File: src/rtl/loop_index_unit.sv
// Nested loop index generator: LEVELS counters with per-level limits, level 0 innermost.
// Optional abort input is enabled by defining LOOP_INDEX_UNIT_ABORT_EN.
module loop_index_unit #(
    parameter int WIDTH  = 8,
    parameter int LEVELS = 3,
    parameter int SELW   = 2
) (
    input  logic              Clk,
    input  logic              Rst,
    input  logic [WIDTH-1:0]  BusOut,
    input  logic [LEVELS-1:0] lim_wen,
    input  logic              start,
    input  logic              step,
    input  logic [SELW-1:0]   sel,
    output logic [WIDTH-1:0]  idx_out,
    output logic              z,
    output logic [LEVELS-1:0] wrap,
    output logic              busy,
    output logic              done
`ifdef LOOP_INDEX_UNIT_ABORT_EN
    ,
    input  logic              abort
`endif
);

    typedef enum logic [1:0] {S_IDLE, S_RUN, S_DONE} state_t;

    state_t                         state_q, state_d;
    logic [LEVELS-1:0][WIDTH-1:0]   idx_q, idx_d;
    logic [LEVELS-1:0][WIDTH-1:0]   lim_q, lim_d;
    logic [LEVELS-1:0]              wrap_q, wrap_d;
    logic                           carry_top;
    logic                           any_zero;
    logic                           abort_w;

`ifdef LOOP_INDEX_UNIT_ABORT_EN
    assign abort_w = abort;
`else
    assign abort_w = 1'b0;
`endif

    always_comb begin
        any_zero = 1'b0;
        for (int i = 0; i < LEVELS; i++) begin
            if (lim_q[i] == '0) any_zero = 1'b1;
        end
    end

    always_ff @(posedge Clk or posedge Rst) begin
        if (Rst) begin
            state_q <= S_IDLE;
            idx_q   <= '0;
            lim_q   <= '0;
            wrap_q  <= '0;
        end else begin
            state_q <= state_d;
            idx_q   <= idx_d;
            lim_q   <= lim_d;
            wrap_q  <= wrap_d;
        end
    end

    always_comb begin
        state_d = state_q;
        case (state_q)
            S_IDLE: if (start) state_d = any_zero ? S_DONE : S_RUN;
            S_RUN: begin
                if (abort_w)        state_d = S_IDLE;
                else if (carry_top) state_d = S_DONE;
            end
            S_DONE:  state_d = S_IDLE;
            default: state_d = S_IDLE;
        endcase
    end

    // Ripple carry: a level advances only when every inner level sits at its last value.
    always_comb begin
        logic c;
        logic last;
        idx_d  = idx_q;
        lim_d  = lim_q;
        wrap_d = '0;
        c      = (state_q == S_RUN) && step && !abort_w;
        for (int i = 0; i < LEVELS; i++) begin
            last = (idx_q[i] == lim_q[i] - WIDTH'(1));
            if (c) begin
                idx_d[i]  = last ? '0 : idx_q[i] + WIDTH'(1);
                wrap_d[i] = last;
            end
            c = c && last;
        end
        carry_top = c;
        if ((state_q == S_IDLE && start) || (state_q == S_RUN && abort_w) || carry_top)
            idx_d = '0;
        // Limits are frozen while a nest is running; start sees the pre-write values.
        if (state_q != S_RUN) begin
            for (int i = 0; i < LEVELS; i++) begin
                if (lim_wen[i]) lim_d[i] = BusOut;
            end
        end
    end

    always_comb begin
        busy    = (state_q == S_RUN);
        done    = (state_q == S_DONE);
        wrap    = wrap_q;
        idx_out = '0;
        z       = 1'b0;
        for (int i = 0; i < LEVELS; i++) begin
            if (sel == SELW'(i)) begin
                idx_out = idx_q[i];
                z       = (idx_q[i] == lim_q[i] - WIDTH'(1));
            end
        end
    end

endmodule

File: config.mk
export PLATFORM = sky130hd
export DESIGN_NAME = loop_index_unit
export DESIGN_NICKNAME = d
export VERILOG_FILES = /design/src/rtl/loop_index_unit.sv
export SDC_FILE = /design/constraint.sdc
export NUM_CORES = 1
export LEC_CHECK = 0
export ABC_AREA = 1
export ABC_CLOCK_PERIOD_IN_PS = 2890
export CAP_MARGIN = 15
export CORE_UTILIZATION = 50
export DETAILED_ROUTE_END_ITERATION = 16
export GPL_TIMING_DRIVEN = 0
export PLACE_DENSITY_LB_ADDON = 0.15
export SYNTH_ARGS = -nofsm -noshare
export SYNTH_HDL_FRONTEND = slang
export SYNTH_SLANG_ARGS = --single-unit
File: constraint.sdc
create_clock -name Clk -period 2.89 [get_ports Clk]
set_input_delay 0.7225 -clock Clk [delete_from_list [all_inputs] [get_ports Clk]]
set_output_delay 0.7225 -clock Clk [all_outputs]
set_load 0.03 [all_outputs]
======== Yosys cells after proc, flatten, opt, wreduce, memory -nomap -nowiden ========
Index checks and enable logic that the tools add are counted.
storage, ports and cells
  register bits ........................... 53
  input port bits ......................... 17
  output and inout port bits .............. 14
  word-level logic and storage cells ...... 65
cells by class
  $add $sub $neg .......................... 6
  equal/unequal tests ..................... 10
  muxes and demuxes ....................... 23
  reductions and logical operators ........ 18
operators with widths
  kind                                                                   number
  8-bit two-way mux                                                      9
  8-bit by 1-bit adder with 8-bit output, second input constant          3
  8-bit equality test                                                    3
  8-bit zero test                                                        3
  24-bit two-way mux                                                     1
  8-bit by 1-bit subtractor with 8-bit output, second input constant     3
  1-bit two-way mux                                                      9
  2-bit AND reduction                                                    4
  2-bit two-way mux                                                      3
  2-bit nonzero test                                                     3
  1-bit logical AND                                                      5
  2-bit by 1-bit equality test with 1-bit output, second input constant  2
  2-bit equality test, second input constant                             2
  2-bit zero test                                                        2
  2-bit by 1-bit != test with 1-bit output, second input constant        2
  2-bit one-hot mux with 2 select lines                                  1
  2-bit != test, second input constant                                   1
  1-bit logical OR                                                       1

======== Longest topological paths before layout ========
Gate-level depths: netlist (run 1).
  depth in word-level cells ............... 7
  mapped depth ............................ 16
  gate-level depth less buffers ........... 16

======== Least setup slack after synthesis (run 1) ========
Ideal clock, no wire load.
  path type ............................... flip-flop to output port
  start point ............................. register lim_q[8] (netlist name)
  end point ............................... output z
  arrival time ............................ 1.990 ns
  required time ........................... 2.168 ns
  setup slack ............................. 0.177 ns
  cell stages (with the launch flop) ...... 12
  path buffers ............................ 0
  cell sequence ........................... dfrtp_1 -> inv_1 -> ha_1 -> inv_1 -> nand2_1 -> nand2_1 -> nand2_1 -> nor2_1 -> nand3_1 -> nor2_1 -> nand3_1 -> o211ai_1
on the way
  word-level cells in the longest chain between the ends .. 4
ends and longest elaborated chain
  item                                         line  RTL
  start: declaration                           30    logic [LEVELS-1:0][WIDTH-1:0] lim_q, lim_d;
  start signal: assignment                     58    lim_q <= lim_d;
  8-bit by 1-bit subtractor with 8-bit output  112   z = (idx_q[i] == lim_q[i] - WIDTH'(1));
  8-bit equality test                          112
  1-bit two-way mux (2 in series)              110   if (sel == SELW'(i)) begin
  end: declaration                             16    output logic z,
No other way between the ends.

======== Worst setup path in the final report (run 1) ========
  start point ............................. register lim_q[16] (netlist name)
  end point ............................... output z
on the way
  word-level cells in the longest chain between the ends .. 3
ends and longest elaborated chain
  item                                         line
  8-bit by 1-bit subtractor with 8-bit output  112
  8-bit equality test                          112
  1-bit two-way mux                            110
No other way between the ends.

==> metrics.md, run 1 <==
| Metric | Value |
|---|---|
| # placed instances | 680 |
| Area grow syn2layout | 19.05% |
| Post-synthesis cell count | 550 |
| Routability congestion estimate | 0.9346 |
| Clock-pin slew on the worst setup and hold paths | 0.09 ns |
| Nets | 634 |
| Part of the Yosys area used for sequential elements | 35.37% |
| Total number of vias | 3673 |
| First-pass GRT wire length | 15810 µm |
| Post-DR wirelength/cell | 13.96 µm |
| Worst VDD drop | 0.4116 mV |
| CP startpoint kind | register |
| DR WL met2 | 4952 µm |
| Filler Cell Count | 702 |
| Final setup viols | 1 |
| Crit path arrival time | 2.19 ns |
| Initial core utilization | 51.70% |
| Final HPWL DP | 7508 µm |
| Commonest non-fill, non-tap cell in the layout | nand2_1 |
| Run status | complete, but fails checks |
| Setup tns final | -0.02459 ns |
| Ratio of cells with drive above 1 in the final layout | 16.58% |
| MaxCap Viol Count | 0 |
| DIE AREA | 7850 µm² |
| Relative slew margins | 61.98% |
| Initial antenna violation count | 0 |
| First drt pass iteration count | 5 |
| Post-route DRC | 0 |
| Post-synthesis register bit count | 53 |
| Leak | 2.268 nW |
| PwrDens | 842.7 nW/µm² |
| I/O Buffers | 30 |
| Antenna-violating nets left | 0 |
| # IOs | 31 |
| Crit path time final | 2.915 ns |
| Final Cycle Share | 100.9% |
| Commonest non-fill, non-tap cells in the layout | nand2_1 (163), inv_1 (72), nor2_1 (59) |
| Width of the die | 88.60 µm |
| DP Area | 4194 µm² |
| Die height | 88.60 µm |
| Met3 WL post-DR | 480 µm |
| Hold_buf cts | 0 |
| Pins Over Slew Limit | 0 |
| Data required, critical path | 2.17 ns |
| Row count | 31 |
| Final Cell Area | 4464 µm² |
| Mapped Area | 3750 µm² |
| Failing checks | negative setup slack |
| Syn Nets | 576 |
| Final WL | 9881 µm |
| CTS root buf | clkbuf_8 |
| Synth Warn # | 0 |
| All-Layer GR Usage | 26.83% |
| Largest net degree at the start of global routing | 30 |
| Unrepaired setup endpoints after global routing | yes |
| Count of cell types in the netlist | 39 |
| Clock tree from TritonCTS | done |
| Clock buffer count from CTS | 5 |
| Hold crit path type | register to register |
| Diodes inserted | 0 |
| Core outline area | 7253 µm² |
| Worst Setup End Kind | output pin |
| DRT met1 WL | 4218 µm |
| Clk sink count | 53 |
| Skew final | 0.005413 ns |
| Initial DRC Count | 200 |
| Highest routed metal layer | met4 |
| Fmax | 343.1 MHz |
| Via/cell ratio | 5.188 |
| Worst skew pair latency | 0.31 ns |
| Htree depth | 2 |
| Fin worst setup slack | -0.02459 ns |
| Max clock buf depth | 2 |
| Final hold vios | 0 |
| Fin cells | 708 |
| Worst Tran Pin Value | 0.5695 ns |
| Mean Syn Cell Area | 6.818 µm² |
| Setup CP Type | register to output pin |
| Overflow after GRT | 0 |
| Vias in the first global route | 3407 |
| CP max FO | 3 |
==> layout make-up <==
| type | count | area (µm²) | share of cell area (%) |
|---|---|---|---|
| multi-input combinational | 402 | 2133 | 47.79 |
| clock inverter | 2 | 10.01 | 0.2242 |
| buffer | 7 | 35.03 | 0.7848 |
| sequential | 53 | 1326 | 29.71 |
| tap | 99 | 123.9 | 2.775 |
| timing repair buffer | 51 | 430.4 | 9.641 |
| inverter | 88 | 332.8 | 7.455 |
| clock buffer | 6 | 72.57 | 1.626 |
==> stage by stage <==
| stage | power [mW] | hold slack, ns | utilization (%) | setup WS (ns) |
|---|---|---|---|---|
| floorplan | 2.576 | 0.4530 | - | 0.1773 |
| global placement | 2.946 | 0.4757 | 57.55 | -0.4699 |
| detailed placement | 3.015 | 0.4920 | 57.82 | -0.5396 |
| CTS | 3.484 | 0.5151 | 59.67 | -0.05220 |
| global route | 4.138 | 0.5794 | 61.55 | -0.1705 |
| finish | 3.762 | 0.5285 | 61.55 | -0.02459 |
==> cell usage after synthesis <==
library cell | instances | area, µm²
and2_1 | 1 | 6.260
buf_6 | 1 | 11.26
clkbuf_1 | 4 | 15.01
nand3_4 | 1 | 17.52
nand4_1 | 11 | 68.82
clkinv_1 | 1 | 3.750
nor2_2 | 8 | 50.05
buf_1 | 1 | 3.750
a211oi_1 | 1 | 7.510
nor2_1 | 67 | 251.5
inv_1 | 81 | 304.0
dfrtp_1 | 53 | 1326
buf_2 | 1 | 5.000
nand3_1 | 35 | 175.2
o221ai_1 | 7 | 61.31
xnor2_2 | 1 | 16.27
nand2_1 | 168 | 630.6
nor3b_1 | 1 | 7.510
a21oi_2 | 1 | 8.760
o21bai_1 | 1 | 7.510
o22ai_1 | 1 | 6.260
a21oi_1 | 2 | 10.01
or2_2 | 1 | 6.260
ha_1 | 9 | 112.6
o21a_1 | 1 | 7.510
nand2_2 | 4 | 25.02
inv_2 | 5 | 18.77
nor3_1 | 7 | 35.03
xnor2_1 | 10 | 87.58
nand3_2 | 10 | 100.1
nand2_4 | 1 | 11.26
xor2_1 | 12 | 105.1
nand3b_1 | 1 | 7.510
o211ai_1 | 4 | 30.03
nor2b_4 | 1 | 13.76
inv_4 | 1 | 6.260
nor2_4 | 2 | 22.52
nor4_1 | 1 | 6.260
o21ai_0 | 32 | 160.2
==> critical path, cell delays in order (launching register included) <==
cell and delay [ns]:
dfrtp_1 0.42, inv_2 0.07, ha_1 0.17, nand2_1 0.09, nor2_2 0.12, inv_1 0.07
and2_1 0.15, nor2_2 0.11, nand4_1 0.13, nor2_2 0.17, nand2_1 0.08, o211ai_1 0.11
buf_4 0.19
==> power breakdown <==
group          switching (mW)  total (mW)  internal (mW)
combinational            1.30        2.16          0.858
sequential              0.255        1.19          0.936
clock                   0.240       0.409          0.169
==> worst paths after layout <==
check	from	slack, ns	cells past startpoint	endpoint
worst max-delay path	lim_q[16]	-0.02	12	z
worst min-delay path	lim_q[17]	0.53	2	lim_q[17]
worst max register to register	lim_q[8]	0.75	15	idx_q[14]
worst min register to register	lim_q[17]	0.53	2	lim_q[17]
max in group asynchronous	Rst	1.55	3	idx_q[1]
min in group asynchronous	Rst	0.78	2	lim_q[11]
==> metal layers <==
metal / vias up / GRT usage, %
met2: 111 / 47.06
met3: 20 / 4.198
met4: 0 / 9.384
li1: 1845 / -
met1: 1697 / 33.55
met5: - / 0
==> cells by family after synthesis <==
group	count (synthesis)	share of synthesized area, %
xor+xnor	23	5.572
compound gates	50	7.975
flops	53	35.37
buf+inv	95	9.809
simple gates	320	38.27
fa+ha+maj	9	3.003
==> flip-flops by register name (all words and copies together), names as in the netlist <==
register / count
wrap: 3
state_q: 2
idx_q: 24
lim_q: 24
==> what timing repair did <==
action                                  4_1_cts  5_1_grt
endpoints found under the setup margin        9        9
resized for setup                            48       33
gates cloned                                  0        0
pin swaps                                     5       17
buffers inserted                              5       15
Note: power is estimated with default switching activity, not from simulation.
==> inputs of run 2 (changes only) <==
RECOVER_POWER = 100   (was not set)
==> metrics.md, run 2 (same netlist as run 1, synthesis figures left out) <==
| Metric | Value |
|---|---|
| Fmax | 341.5 MHz (-0.47%) |
| Largest net degree at the start of global routing | 30 (unchanged) |
| Fin cells | 708 (unchanged) |
| Total number of vias | 3679 (+0.16%) |
| GR Layer Usage met3 | 4.198% (unchanged) |
| CP bufs+invs | 3 (unchanged) |
| Routability congestion estimate | 0.9346 (unchanged) |
| Final setup viols | 1 (unchanged) |
| Unrepaired setup endpoints after global routing | yes |
| Crit path time final | 2.928 ns (+0.01366 ns) |
| Clock tree from TritonCTS | done |
| Worst skew pair latency | 0.31 ns (about the same) |
| Met2 Resource Use GR | 47.06% (unchanged) |
| Final Cycle Share | 101.3% (+0.47 points) |
| # placed instances | 680 (unchanged) |
| Worst Tran Pin Value | 0.9619 ns (+0.3924 ns) |
| Max clock buf depth | 2 (unchanged) |
| Commonest non-fill, non-tap cells in the layout | nand2_1 (163), inv_1 (74), nor2_1 (61) |
| Most used cell along the critical path | nor2_2 |
| Run status | complete, but fails checks |
| Die height | 88.60 µm (unchanged) |
| Nets | 634 (unchanged) |
| CTS root buf | clkbuf_8 |
| Worst Setup End Kind | output pin |
| Post-DR wirelength/cell | 14.04 µm (+0.61%) |
| Skew final | 0.006254 ns (+0.0008405 ns) |
| Final HPWL DP | 7508 µm (unchanged) |
| DIE AREA | 7850 µm² (unchanged) |
| Overflow after GRT | 0 (unchanged) |
| Commonest non-fill, non-tap cell in the layout | nand2_1 |
| Initial DRC Count | 183 (-8.5%) |
| # IOs | 31 (unchanged) |
| Pins Over Slew Limit | 0 (unchanged) |
| CP startpoint kind | register |
| GR Util met1 | 33.55% (unchanged) |
| Final core occ | 60.53% (-1.0 points) |
| Core outline area | 7253 µm² (unchanged) |
| Post-route DRC | 0 (unchanged) |
| Leak | 2.252 nW (-0.72%) |
| Pre-CTS setup slack | -0.5396 ns (unchanged) |
| Clock buffer count from CTS | 5 (unchanged) |
| First drt pass iteration count | 4 (-1) |
| Clock-pin slew on the worst setup and hold paths | 0.09 ns (about the same) |
| Vias in the first global route | 3407 (unchanged) |
| Failing checks | negative setup slack |
| Diodes inserted | 0 (unchanged) |
| Hold_buf cts | 0 (unchanged) |
| I/O Buffers | 30 (unchanged) |
| Busiest grt layer | met2 |
| Area grow syn2layout | 17.08% |
| Hold crit path type | register to register |
| Via/cell ratio | 5.196 (+0.16%) |
| Antenna-violating nets left | 0 (unchanged) |
| Setup CP Type | register to output pin |
| Number of cells on the critical path | 12 (unchanged) |
| MaxCap Viol Count | 0 (unchanged) |
| Width of the die | 88.60 µm (unchanged) |
| All-Layer GR Usage | 26.83% (unchanged) |
| Delay-heaviest family, CP | simple AND/OR/NAND/NOR gates |
| First-pass GRT wire length | 15810 µm (unchanged) |
| Relative slew margins | 35.80% (-26 points) |
| CP peak stage delay | 0.42 ns (about the same) |
| PwrDens | 849.9 nW/µm² (+0.85%) |
| Initial antenna violation count | 0 (unchanged) |
| Ratio of cells with drive above 1 in the final layout | 14.61% (-2.0 points) |
| Worst-path cell chain | inv_2, ha_1, nand2_1, nor2_2, inv_1, and2_1, nor2_2, nand4_1, nor2_2, nand2_1, o211ai_1, buf_4 |
| Row count | 31 (unchanged) |
| FF-to-FF path depth | 10 (-5) |
| Worst VDD drop | 0.4122 mV (+0.15%) |
| Final WL | 9941 µm (+0.61%) |
| Initial core utilization | 51.70% (unchanged) |
| CP max FO | 3 (unchanged) |
| Slowest CP cell | dfrtp_1 |
| Data required, critical path | 2.17 ns (about the same) |
| Clk sink count | 53 (unchanged) |
| Crit path arrival time | 2.21 ns (+0.02 ns) |
| Hold slack final | 0.5284 ns (-0.00008800 ns) |
| Htree depth | 2 (unchanged) |
| Hold depth | 2 (unchanged) |
| Fin worst setup slack | -0.03825 ns (-0.01366 ns) |
| Final hold vios | 0 (unchanged) |
[run 2: cell count changes in the layout (fill, tap and decap cells not counted), sizes merged]
cell / change
buf: -2
clkbuf: +2
clkdlybuf4s50: -4
clkinv: +1
clkinvlp: +1
dlygate4sd3: +4
inv: -2
[run 2: repair_timing]
action	in CTS	in global routing
gates resized for setup	48	33
setup buffers	5	15
cloned	0	0
pin swaps	5	17
setup endpoints to repair	9	9
[run 2: worst min-delay path, stage by stage, from the launching register on]
cell and delay [ns]:
dfrtp_1 0.37, nand2_1 0.05, o21ai_0 0.07
[run 2: metrics by stage]
stage	instance area (µm²)	TNS, ns	total power [mW]
after CTS	4328	-0.05220	3.484
after global routing	4390	-0.1705	4.107
final	4390	-0.03825	3.731
after global placement	4174	-14.02	2.946
after detailed placement	4194	-3.998	3.015
after floorplan	3750	0	2.576
[run 2: layout make-up]
type | count | area [µm²]
buffer | 7 | 28.78
clock buffer | 6 | 72.57
clock inverter | 2 | 10.01
fill | 717 | 2863
inverter | 88 | 331.6
multi-input combinational | 402 | 2082
sequential | 53 | 1326
tap | 99 | 123.9
timing repair buffer | 51 | 415.4
[run 2: report_power, final]
part	internal [mW]	switching [mW]	total [mW]
sequential	0.936	0.254	1.19
combinational	0.848	1.28	2.13
clock	0.169	0.242	0.411
[run 2: per-layer routing]
| layer | part of all wire (%) | wire, µm |
|---|---|---|
| met4 | 2.3 | 224 |
| met1 | 43 | 4279 |
| met5 | 0 | 0 |
| met3 | 4.5 | 451 |
| met2 | 50 | 4986 |
[run 2: worst paths after layout]
kind,start,end,slack [ns]
setup / recovery,lim_q[16],z,-0.04
hold / removal,lim_q[17],lim_q[17],0.53
setup reg to reg,state_q[0],idx_q[11],0.22
hold reg to reg,lim_q[17],lim_q[17],0.53
max in group asynchronous,Rst,idx_q[0],0.54
min in group asynchronous,Rst,lim_q[11],1.06
==> inputs of run 3 (changes only) <==
ABC_CLOCK_PERIOD_IN_PS = 2900   (was 2890)
CORE_MARGIN = 2   (was not set)
clock period = 2.9 ns   (was 2.89 ns; I/O delays follow)
==> metrics.md, run 3 (same netlist as run 1, synthesis figures left out) <==
| Metric | Value |
|---|---|
| Run status | finished, final reports clean |
| Final Cycle Share | 98.59% |
| Core outline area | 7253 µm² (unchanged) |
| Width of the die | 90.60 µm (+2.3%) |
| Worst-path cell chain | inv_2, ha_4, inv_1, nand2_1, nand2_1, nand2_1, nor2_2, nand3_2, nor2_2, nand3_2, o211ai_1, buf_4 |
| I/O Buffers | 30 (unchanged) |
| Slowest CP cell | dfrtp_1 |
| Combinational Power Share | 51.9% (-5.2 points) |
| Total number of vias | 3629 (-1.4%) |
| Worst Setup End Kind | output pin |
| Sw power | 1.706 mW (-4.1%) |
| Most used cell along the critical path | nand2_1 |
| Clock buffer count from CTS | 5 (unchanged) |
| Crit path time final | 2.859 ns |
| CP peak stage delay | 0.41 ns (about the same) |
| Hold slack final | 0.5140 ns (-0.01438 ns) |
| Area grow syn2layout | 14.91% |
| Antenna-violating nets left | 0 (unchanged) |
| Leak | 2.211 nW (-1.8%) |
| DP Area | 4194 µm² (unchanged) |
| Die height | 90.60 µm (+2.3%) |
| Clock share of power | 16.0% (+5.0 points) |
| Final core occ | 59.41% (-1.1 points) |
| Commonest non-fill, non-tap cells in the layout | nand2_1 (170), inv_1 (78), nor2_1 (59) |
| Pins Over Slew Limit | 0 (unchanged) |
| Initial core utilization | 51.70% (unchanged) |
| Data required, critical path | 2.17 ns (about the same) |
| Switching part of the total power | 46.30% (-1.4 points) |
| Initial antenna violation count | 0 (unchanged) |
| Delay-heaviest family, CP | simple AND/OR/NAND/NOR gates |
| Clk sink count | 53 (unchanged) |
| Nets | 619 (-2.4%) |
| Max clock buf depth | 2 (unchanged) |
| Relative slew margins | 38.84% (+3.0 points) |
| Worst skew pair latency | 0.31 ns (about the same) |
| All-Layer GR Usage | 24.63% (-2.2 points) |
| Final Cell Area | 4309 µm² (-1.9%) |
| Commonest non-fill, non-tap cell in the layout | nand2_1 |
| First-pass GRT wire length | 16300 µm (+3.1%) |
| Skew final | 0.004641 ns (-0.001613 ns) |
| Internal | 1.979 mW (+1.4%) |
| Clock-pin slew on the worst setup and hold paths | 0.09 ns (about the same) |
| Largest net degree at the start of global routing | 37 (+23%) |
| Post-DR wirelength/cell | 14.05 µm (about the same) |
| CP startpoint kind | register |
| Worst VDD drop | 0.4595 mV (+11%) |
| CP bufs+invs | 3 (unchanged) |
| Hold crit path type | register to register |
| Overflow after GRT | 0 (unchanged) |
| CTS root buf | clkbuf_8 |
| Flop pwr share | 32.0% (about the same) |
| CP max FO | 6 (+3) |
| Routability congestion estimate | 0.9175 (-1.8%) |
| Final hold vios | 0 (unchanged) |
| Vias in the first global route | 3448 (+1.2%) |
| PwrDens | 855.3 nW/µm² (+0.64%) |
| Final HPWL DP | 7521 µm (+0.17%) |
| Fmax | 349.8 MHz |
| Filler Cell Count | 728 (+1.5%) |
| DIE AREA | 8208 µm² (+4.6%) |
| Diodes inserted | 0 (unchanged) |
| Htree depth | 2 (unchanged) |
| Hold_buf cts | 0 (unchanged) |
| MaxCap Viol Count | 0 (unchanged) |
| Final WL | 9736 µm (-2.1%) |
| Setup CP Type | register to output pin |
| Crit path arrival time | 2.13 ns (-0.08 ns) |
| Unrepaired setup endpoints after global routing | yes |
| # IOs | 31 (unchanged) |
| Row count | 31 (unchanged) |
| Initial DRC Count | 284 (+55%) |
| Final setup viols | 0 (-1) |
| Ratio of cells with drive above 1 in the final layout | 10.94% (-3.7 points) |
| Worst Tran Pin Value | 0.9174 ns (-0.04448 ns) |
| Via/cell ratio | 5.237 (+0.78%) |
| Clock tree from TritonCTS | done |
| First drt pass iteration count | 5 (+1) |
| Post-route DRC | 0 (unchanged) |
run 3: changes by cell type in the layout (fill, tap and decap cells not counted), sizes merged:
cell / delta
buf: -19
bufinv: +2
clkbuf: +3
clkdlybuf4s50: -2
clkinv: -1
dlygate4sd3: +2
run 3: per-stage QoR:
| stage | setup WS [ns] | power [mW] | std cells | TNS, ns |
|---|---|---|---|---|
| 4_1_cts | -0.06555 | 3.661 | 692 | -0.06555 |
| 2_1_floorplan | 0.1848 | 2.568 | 550 | 0 |
| 3_5_place_dp | -0.4807 | 3.008 | 680 | -3.796 |
| 6_report | 0.04093 | 3.686 | 693 | 0 |
| 5_1_grt | -0.1580 | 4.039 | 693 | -0.1845 |
| 3_3_place_gp | -0.4676 | 2.934 | 679 | -11.88 |
run 3: layout make-up:
cell class                 count  area, µm²  area share, %
multi-input combinational    402       2064          47.91
sequential                    53       1326          30.78
inverter                      88      331.6          7.695
timing repair buffer          36      300.3          6.969
tap                           99      123.9          2.875
clock buffer                   5      68.82          1.597
clock inverter                 3      65.06          1.510
buffer                         7      28.78         0.6678
run 3: power by group through the flow:
stage / logic (mW) / clock network [mW] / registers, mW
detailed placement: 1.81 / 0 / 1.20
finish: 1.91 / 0.591 / 1.18
CTS: 1.88 / 0.602 / 1.18
global route: 2.19 / 0.632 / 1.21
floorplan: 1.45 / 0 / 1.12
global placement: 1.74 / 0 / 1.19
run 3: what timing repair did:
action,CTS,global route
pin swaps,3,3
setup endpoints to repair,9,8
resized for setup,50,24
buffers inserted,4,1
run 3: path summary, 6_finish.rpt:
path | startpoint | end | slack (ns) | cells past startpoint
max | lim_q[8] | z | 0.04 | 12
min in group asynchronous | Rst | lim_q[22] | 0.95 | 2
max reg2reg | state_q[0] | idx_q[10] | 0.33 | 10
min | lim_q[17] | lim_q[17] | 0.51 | 2
min reg2reg | lim_q[17] | lim_q[17] | 0.51 | 2
max in group asynchronous | Rst | idx_q[10] | 0.61 | 3
run 3: worst register-to-register path, delay by kind of cell (launching register included):
family / cells / cell delay [ns]
buf+inv: 4 / 0.90
flops: 1 / 0.40
simple gates: 6 / 1.18
run 3: per-layer routing:
layer	vias to the layer above	global-route usage [%]	part of all wire, %
li1	1818	-	-
met1	1695	31.65	43
met2	102	43.66	50
met3	14	3.005	4.6
met4	0	6.795	2.1
met5	-	0	0
